[src/rtl/mem_arb_pkg.sv]
// Shared types and constants for the memory-port arbiter: FSM states,
// owner encoding, the cleared-data value and the arbitration decision.
package mem_arb_pkg;

  typedef enum logic [1:0] {
    IDLE = 2'd0,
    BUSY = 2'd1,
    DONE = 2'd2
  } state_t;

  typedef enum logic {
    OWN_IF = 1'b0,
    OWN_D  = 1'b1
  } owner_t;

  localparam logic [31:0] RST_DATA = 32'h0000_0000;

  // Data wins a tie unless its streak has used up the fetch path's patience.
  function automatic logic pick_data(input logic if_req, input logic d_req,
                                     input logic streak_full);
    return d_req && (!if_req || !streak_full);
  endfunction

endpackage

[src/rtl/mem_bus_arbiter_watchdog.sv]
// Watchdog counter for BUSY transactions: counts enabled cycles and flags
// expiry when the count equals TIMEOUT (never expires when TIMEOUT is 0).
module bus_watchdog #(
  parameter int unsigned TIMEOUT = 15
) (
  input  logic clk,
  input  logic rst_n,
  input  logic clr,
  input  logic en,
  output logic expire
);

  localparam int unsigned CNT_W = (TIMEOUT > 0) ? $clog2(TIMEOUT + 1) : 1;

  logic [CNT_W-1:0] cnt_r;
  logic             match_s;

  // Cycle counter, cleared between transactions.
  always_ff @(posedge clk or negedge rst_n) begin
    if (!rst_n) begin
      cnt_r <= '0;
    end else if (clr) begin
      cnt_r <= '0;
    end else if (en) begin
      cnt_r <= cnt_r + {{(CNT_W-1){1'b0}}, 1'b1};
    end else begin
      cnt_r <= cnt_r;
    end
  end

  assign match_s = (cnt_r == CNT_W'(TIMEOUT));
  assign expire  = (TIMEOUT != 0) && match_s;

endmodule

[src/rtl/mem_bus_arbiter.sv]
// Shares the single memory port between instruction fetch and load/store,
// one transaction at a time, data-priority with a bounded streak.
module mem_bus_arbiter
  import mem_arb_pkg::*;
#(
  parameter int unsigned MAX_DATA_STREAK = 4,
  parameter int unsigned TIMEOUT         = 15
) (
  input  logic        clk,
  input  logic        rst_n,
  input  logic        if_req,
  input  logic [31:0] if_addr,
  output logic [31:0] if_rdata,
  output logic        if_ack,
  input  logic        d_req,
  input  logic        d_wr,
  input  logic [31:0] d_addr,
  input  logic [31:0] d_wdata,
  output logic [31:0] d_rdata,
  output logic        d_ack,
  output logic        bus_err,
  output logic [31:0] mem_addr,
  output logic [31:0] mem_wdata,
  output logic        mem_read,
  output logic        mem_wrt,
  input  logic [31:0] mem_rdata,
  input  logic        mem_ready
);

  state_t      state_r;
  owner_t      owner_r;
  logic [3:0]  streak_r;
  logic        streak_full_s;
  logic        grant_d_s;
  logic        wd_clr_s;
  logic        wd_en_s;
  logic        wd_expire_s;

  // Arbitration decision and watchdog controls from the current state.
  always_comb begin
    streak_full_s = (streak_r == 4'(MAX_DATA_STREAK));
    grant_d_s     = pick_data(if_req, d_req, streak_full_s);
    wd_clr_s      = (state_r == DONE);
    wd_en_s       = (state_r == BUSY) && !mem_ready && !wd_expire_s;
  end

  bus_watchdog #(
    .TIMEOUT (TIMEOUT)
  ) u_watchdog (
    .clk    (clk),
    .rst_n  (rst_n),
    .clr    (wd_clr_s),
    .en     (wd_en_s),
    .expire (wd_expire_s)
  );

  // Transaction FSM with all outputs registered.
  always_ff @(posedge clk or negedge rst_n) begin
    if (!rst_n) begin
      state_r   <= IDLE;
      owner_r   <= OWN_IF;
      streak_r  <= 4'd0;
      if_rdata  <= RST_DATA;
      d_rdata   <= RST_DATA;
      if_ack    <= 1'b0;
      d_ack     <= 1'b0;
      bus_err   <= 1'b0;
      mem_addr  <= RST_DATA;
      mem_wdata <= RST_DATA;
      mem_read  <= 1'b0;
      mem_wrt   <= 1'b0;
    end else begin
      case (state_r)
        IDLE: begin
          if (if_req || d_req) begin
            if (grant_d_s) begin
              owner_r   <= OWN_D;
              mem_addr  <= d_addr;
              mem_wdata <= d_wr ? d_wdata : RST_DATA;
              mem_read  <= !d_wr;
              mem_wrt   <= d_wr;
              if (!if_req) begin
                streak_r <= 4'd0;
              end else if (streak_full_s) begin
                streak_r <= streak_r;
              end else begin
                streak_r <= streak_r + 4'd1;
              end
            end else begin
              owner_r   <= OWN_IF;
              mem_addr  <= if_addr;
              mem_wdata <= RST_DATA;
              mem_read  <= 1'b1;
              mem_wrt   <= 1'b0;
              streak_r  <= 4'd0;
            end
            state_r <= BUSY;
          end else begin
            state_r <= IDLE;
          end
        end
        BUSY: begin
          if (mem_ready || wd_expire_s) begin
            // Ready on the expiring cycle still counts as a success.
            if (owner_r == OWN_IF) begin
              if_rdata <= mem_ready ? mem_rdata : RST_DATA;
            end else begin
              d_rdata  <= (mem_ready && !mem_wrt) ? mem_rdata : RST_DATA;
            end
            if_ack   <= (owner_r == OWN_IF);
            d_ack    <= (owner_r == OWN_D);
            bus_err  <= !mem_ready;
            mem_read <= 1'b0;
            mem_wrt  <= 1'b0;
            state_r  <= DONE;
          end else begin
            state_r <= BUSY;
          end
        end
        DONE: begin
          if_ack  <= 1'b0;
          d_ack   <= 1'b0;
          bus_err <= 1'b0;
          state_r <= IDLE;
        end
        default: begin
          if_ack   <= 1'b0;
          d_ack    <= 1'b0;
          bus_err  <= 1'b0;
          mem_read <= 1'b0;
          mem_wrt  <= 1'b0;
          state_r  <= IDLE;
        end
      endcase
    end
  end

endmodule

[config.mk]
export PLATFORM = sky130hd
export DESIGN_NAME = mem_bus_arbiter
export DESIGN_NICKNAME = d
export VERILOG_FILES = /design/src/rtl/mem_arb_pkg.sv /design/src/rtl/mem_bus_arbiter_watchdog.sv /design/src/rtl/mem_bus_arbiter.sv
export SDC_FILE = /design/constraint.sdc
export NUM_CORES = 1
export LEC_CHECK = 0
export BUFFER_PORTS_ARGS = -buffer_cell sky130_fd_sc_hd__buf_2
export CAP_MARGIN = 5
export CORE_ASPECT_RATIO = 0.6
export CORE_MARGIN = 3
export CORE_UTILIZATION = 30
export CTS_BUF_LIST = sky130_fd_sc_hd__clkbuf_16
export CTS_CLUSTER_SIZE = 24
export DETAILED_ROUTE_END_ITERATION = 10
export PLACE_DENSITY = 0.53
export SLEW_MARGIN = 40
export SYNTH_ARGS = -nofsm -noshare
export SYNTH_HDL_FRONTEND = slang
export SYNTH_SLANG_ARGS = --single-unit
[constraint.sdc]
create_clock -name clk -period 2.5 [get_ports clk]
set_input_delay 0.25 -clock clk [delete_from_list [all_inputs] [get_ports clk]]
set_output_delay 0.25 -clock clk [all_outputs]
set_load 0.01 [all_outputs]
Yosys cells after proc, flatten, opt, wreduce, memory -nomap -nowiden
Index checks and enable logic that the tools add are counted.
{"block": "word_totals", "regBits": 144, "latchBits": 0, "ramBits": 0, "mem_bits_ro": 0, "in_bits": 134, "elab_cells": 73, "n_memories": 0}
{"block": "op_classes", "add_sub_neg": 2, "n_mul": 0, "div_mod_pow": 0, "magnitude_cmp": 0, "eq_ne": 7, "shifts": 0, "muxes": 27, "n_bitwise": 3, "n_reduce_logical": 21}
{"operator": "32-bit 2-to-1 mux", "count": 5}
{"operator": "4-bit 2-to-1 mux", "count": 5}
{"operator": "3-bit AND reduction", "count": 4}
{"operator": "1-bit 2-to-1 mux", "count": 10}
{"operator": "4-bit by 1-bit adder with 4-bit output (second input constant)", "count": 2}
{"operator": "1-bit logical NOT", "count": 6}
{"operator": "1-bit case mux with 2 select lines", "count": 3}
{"operator": "1-bit case mux with 3 select lines", "count": 2}
{"operator": "4-bit by 3-bit == test with 1-bit output (second input constant)", "count": 1}
{"operator": "4-bit == test (second input constant)", "count": 1}
{"operator": "1-bit logical AND", "count": 4}
{"operator": "2-bit case mux with 2 select lines", "count": 1}
{"operator": "2-bit AND reduction", "count": 2}
{"operator": "1-bit logical OR", "count": 3}
{"operator": "3-bit != test (second input constant)", "count": 1}
{"operator": "1-bit NOT", "count": 3}
{"operator": "2-bit by 1-bit == test with 1-bit output (second input constant)", "count": 1}
{"operator": "2-bit == test (second input constant)", "count": 1}
{"operator": "2-bit logical NOT", "count": 1}
{"operator": "2-bit 2-to-1 mux", "count": 1}
{"operator": "2-bit by 1-bit != test with 1-bit output (second input constant)", "count": 1}
{"operator": "2-bit != test (second input constant)", "count": 1}
{"operator": "2-bit nonzero test", "count": 1}

Depth between registers and ports, before layout
{"block": "logic_depth", "word_depth": 7, "mapped_depth": 7}

By module
Synthesis repeated with hierarchy kept, for this count alone.
{"block": "hier_totals", "cells_unflattened": 552, "hier_area_um2": 6079.6}
{"module": "mem_bus_arbiter", "n_inst": 1, "cells_per_inst": 535, "area_each_um2": 5880.6, "seq_area_each_um2": 3503.4}
{"module": "bus_watchdog", "n_inst": 1, "cells_per_inst": 17, "area_each_um2": 198.9, "seq_area_each_um2": 100.1}

Worst setup path after synthesis
OpenSTA, ideal clock, no wires.
{"block": "synth_timing", "path_type": "register -> register", "startpoint": "register u_watchdog.cnt_r[0]", "endpoint": "register if_rdata[10]", "arrival_ns": 1.510, "t_required_ns": 2.379, "slack_ns": 0.869, "path_stages_with_launch": 7, "n_path_buf": 2, "cell_sequence": "dfrtp_1 ha_1 a31oi_1 or3_1 buf_6 buf_8 a22o_1"}
{"block": "synth_via", "elab_chain_len": 3}
{"element": "start: declaration", "line": "mem_bus_arbiter_watchdog.sv:15", "source": "logic [CNT_W-1:0] cnt_r;"}
{"element": "start signal: assignment", "line": "mem_bus_arbiter_watchdog.sv:25", "source": "cnt_r <= cnt_r + {{(CNT_W-1){1'b0}}, 1'b1};"}
{"element": "start signal: assignment", "line": "mem_bus_arbiter_watchdog.sv:27", "source": "cnt_r <= cnt_r;"}
{"element": "4-bit == test", "line": "mem_bus_arbiter_watchdog.sv:31", "source": "assign match_s = (cnt_r == CNT_W'(TIMEOUT));"}
{"element": "1-bit logical OR", "line": "mem_bus_arbiter.sv:103", "source": "if (mem_ready || wd_expire_s) begin"}
{"element": "3-bit AND reduction (no source line)"}
{"element": "end signal: assignment", "line": "mem_bus_arbiter.sv:106", "source": "if_rdata <= mem_ready ? mem_rdata : RST_DATA;"}
{"element": "end: declaration", "line": "mem_bus_arbiter.sv:13", "source": "output logic [31:0] if_rdata,"}
Every way passes these cells.
A chain may end at the register's enable or synchronous reset.

Final worst setup path
{"block": "layout_timing", "startpoint": "register u_watchdog.cnt_r[0]", "endpoint": "register d_rdata[5]"}
{"block": "layout_via", "elab_chain_len": 3}
{"element": "4-bit == test", "line": "mem_bus_arbiter_watchdog.sv:31"}
{"element": "1-bit logical OR", "line": "mem_bus_arbiter.sv:103"}
{"element": "3-bit AND reduction (no source line)"}
{"element": "end signal: assignment", "line": "mem_bus_arbiter.sv:108", "source": "d_rdata <= (mem_ready && !mem_wrt) ? mem_rdata : RST_DATA;"}
{"element": "end: declaration", "line": "mem_bus_arbiter.sv:19", "source": "output logic [31:0] d_rdata,"}
Every way passes these cells.

==> impl_metrics.tcl <==
set metrics [dict create \
    ir_drop_uv 666 \
    setup_ws_ns 0.449 \
    chipWidth_um 191 \
    wl_mm 19.7 \
    drive_gt1_frac 0.419 \
    detail_route.iter0.violations 300 \
    fin_tns_setup_ns 0 \
    htreeDepth 4 \
    tightest_slew_ns 0.743 \
    pin_count 267 \
    netlist-cell-type-count 45 \
    drc 0 \
    hpwl_mm 13.5 \
    cts_resized 0 \
    drtAntennaViolNets 0 \
    cts-root-buf "clkbuf_16" \
    relSlewSlack 0.505 \
    fillers 1870 \
    ys_async_sr_fraction 1.00 \
    max_stage_delay_ns 0.40 \
    port_buffers 266 \
    dieArea_um2 22300 \
    ys.warnings.count 0 \
    grt_pass1_wl_mm 31.1 \
    cp-start-kind "flip-flop" \
    grt_pass1_vias 5785 \
    initial_core_util 0.315 \
    maxSlewViolCount 0 \
    r2r_slack_ns 0.45 \
    critPathCaptureType "flip-flop" \
    cts_tree "built" \
    rsz0062_at_grt "false" \
    crit_fanout 24 \
    powerDensity_nw_per_um2 1250 \
    vias 5629 \
    synth_area_leaders "dfrtp_1, a22o_1, nand3_1" \
    synth_seq_cells 144 \
    post-place-ws_ns 0.455 \
    register_area_um2 3600 \
    syn-num-nets 668 \
    syn_area_per_cell_um2 11.6 \
    clock_path_buffers 2 \
    outcome "complete, no violations" \
    period_share 0.820 \
    syn-instance-count 531 \
    fin_crit_ns 2.05 \
    track_usage 0.175 \
    required_ns 2.80 \
    finalClockSkew_ns 0.0147 \
    place.gp.congestion 0.801 \
    gr-total-overflow 0 \
    synth.largest_area_cell "dfrtp_1" \
    synthesis.area_um2 6160 \
    path_buf_inv 1 \
    synth_top_area_frac 0.585 \
    fmax_mhz 488 \
    chipHeight_um 117 \
    cts_buffers 17 \
    yosys-top-cells-count "dfrtp_1, nand3_1, a22o_1" \
    crit_type "flip-flop to flip-flop" \
    cp_data_arrival_time_ns 2.35 \
    leakage_uw 0.00409 \
    clkTransAtPathRegs_ns 0.07 \
    design_power_total_uw 10500 \
    clk-insertion-delay-late_ns 0.42 \
    yosys.cell_count.top_type "dfrtp_1" \
    hold_violations 0 \
    placed_cells 1022 \
    vias_per_cell 5.33 \
    drv_cap 0 \
    cp_slowest_cell "dfrtp_1" \
    dr.pass1.iters 4 \
    critPathTopFamily "compound AO/OA/AOI/OAI gates" \
    cts_sinks 144 \
    wl_per_cell_um 18.7 \
    synth_ff_type "dfrtp_1" \
    syn2layout_area_growth_pct 36.0 \
    final_nets 914 \
    setup_viol 0 \
    hold_path.class "input port to flip-flop" \
    fin_util 0.428 \
    multi_input_area_um2 2260 \
    ys_seq_area_frac 0.585 \
    coreArea_um2 19600 \
    worstPathCellList "ha_1 -> a31o_2 -> nand4_1 -> buf_4 -> a22o_1" \
    grt_max_degree 102 \
    synth-edff-count 0 \
    antenna_cells 0 \
    antenna_found_initial 0 \
    fp-row-count 39 \
    stdcell_count 1056 \
]
-- worst reg2reg max path, cell delays in order, from the launching register on --
cell and delay, ns:
dfrtp_1 0.40, ha_1 0.25, a31o_2 0.24, nand4_1 0.38, buf_4 0.39, a22o_1 0.27
-- area by class of cell --
class                      count  share of cell area
sequential                   144               0.430
multi-input combinational    324               0.270
timing repair buffer         286               0.183
clock buffer                  17              0.0508
tap                          266              0.0397
clock inverter                15              0.0246
inverter                       4             0.00179
-- cell usage in the layout, fill, tap and decap left out, types with 3 or more instances in the layout --
cell,n
a22o_1,63
a22o_2,3
and3_1,3
buf_2,265
buf_4,16
bufinv_16,4
clkbuf_16,17
clkinv_4,4
dfrtp_1,144
ha_1,3
inv_1,4
inv_6,4
nand2_1,5
nand3_1,71
nand4_1,34
nor2_1,3
o211ai_1,32
o21ai_0,37
o22ai_1,3
o2bb2ai_1,33
-- report_power, final --
part	leakage [uW]	switching, uW	internal, uW
sequential	0.00184	628	3290
combinational	0.00195	2160	1680
clock	0.000306	1030	1680
total	0.00409	3820	6660
-- logic make-up (layout without fill, tap and decap cells) --
family,Yosys count,after routing,synth area share
AOI/OAI and AO/OA,186,186,0.233
buffers and inverters,63,322,0.0524
DFF,144,144,0.585
adders and majority gates,3,3,0.00609
and+or+nand+nor,134,134,0.122
muxes,1,1,0.00183
-- state kept, by name, indices dropped and copies added, names as in the netlist, 2 cells and up --
register and count:
streak_r 4, u_watchdog.cnt_r 4, d_rdata 32, if_rdata 32, state_r 2, mem_wdata 32
mem_addr 32
-- timing repair --
item | CTS | global route
hold buffers | 1 | 0
buffers inserted | 0 | 0
hold endpoints to repair | 72 | 0
-- routing by layer --
| metal | up-vias | wire, um | track usage |
|---|---|---|---|
| li1 | 2554 | - | - |
| met1 | 2849 | 9030 | 0.243 |
| met2 | 210 | 9180 | 0.276 |
| met3 | 16 | 1350 | 0.0435 |
| met4 | 0 | 175 | 0.0498 |
| met5 | - | 0 | 0 |
-- path summary, 6_finish.rpt --
| kind | depth (start not counted) | to | start |
|---|---|---|---|
| max reg2reg | 5 | d_rdata[5]$_DFFE_PN0P_ | u_watchdog.cnt_r[0]$_DFFE_PN0P_ |
| max | 5 | d_rdata[5]$_DFFE_PN0P_ | u_watchdog.cnt_r[0]$_DFFE_PN0P_ |
| min in group asynchronous | 2 | mem_wdata[20]$_DFFE_PN0P_ | rst_n |
| max in group asynchronous | 4 | mem_addr[30]$_DFFE_PN0P_ | rst_n |
| min reg2reg | 1 | mem_wdata[31]$_DFFE_PN0P_ | mem_wdata[31]$_DFFE_PN0P_ |
| min | 2 | d_rdata[3]$_DFFE_PN0P_ | mem_rdata[3] |
-- through the flow --
step / hold slack [ns] / area [um2]
5_1_grt: 0.0512 / 8380
3_3_place_gp: 0.335 / 7710
3_5_place_dp: 0.339 / 7710
4_1_cts: 0.0468 / 8350
2_1_floorplan: -0.0456 / 6160
6_report: 0.0666 / 8380
Note: power is estimated with default switching activity, not from simulation.
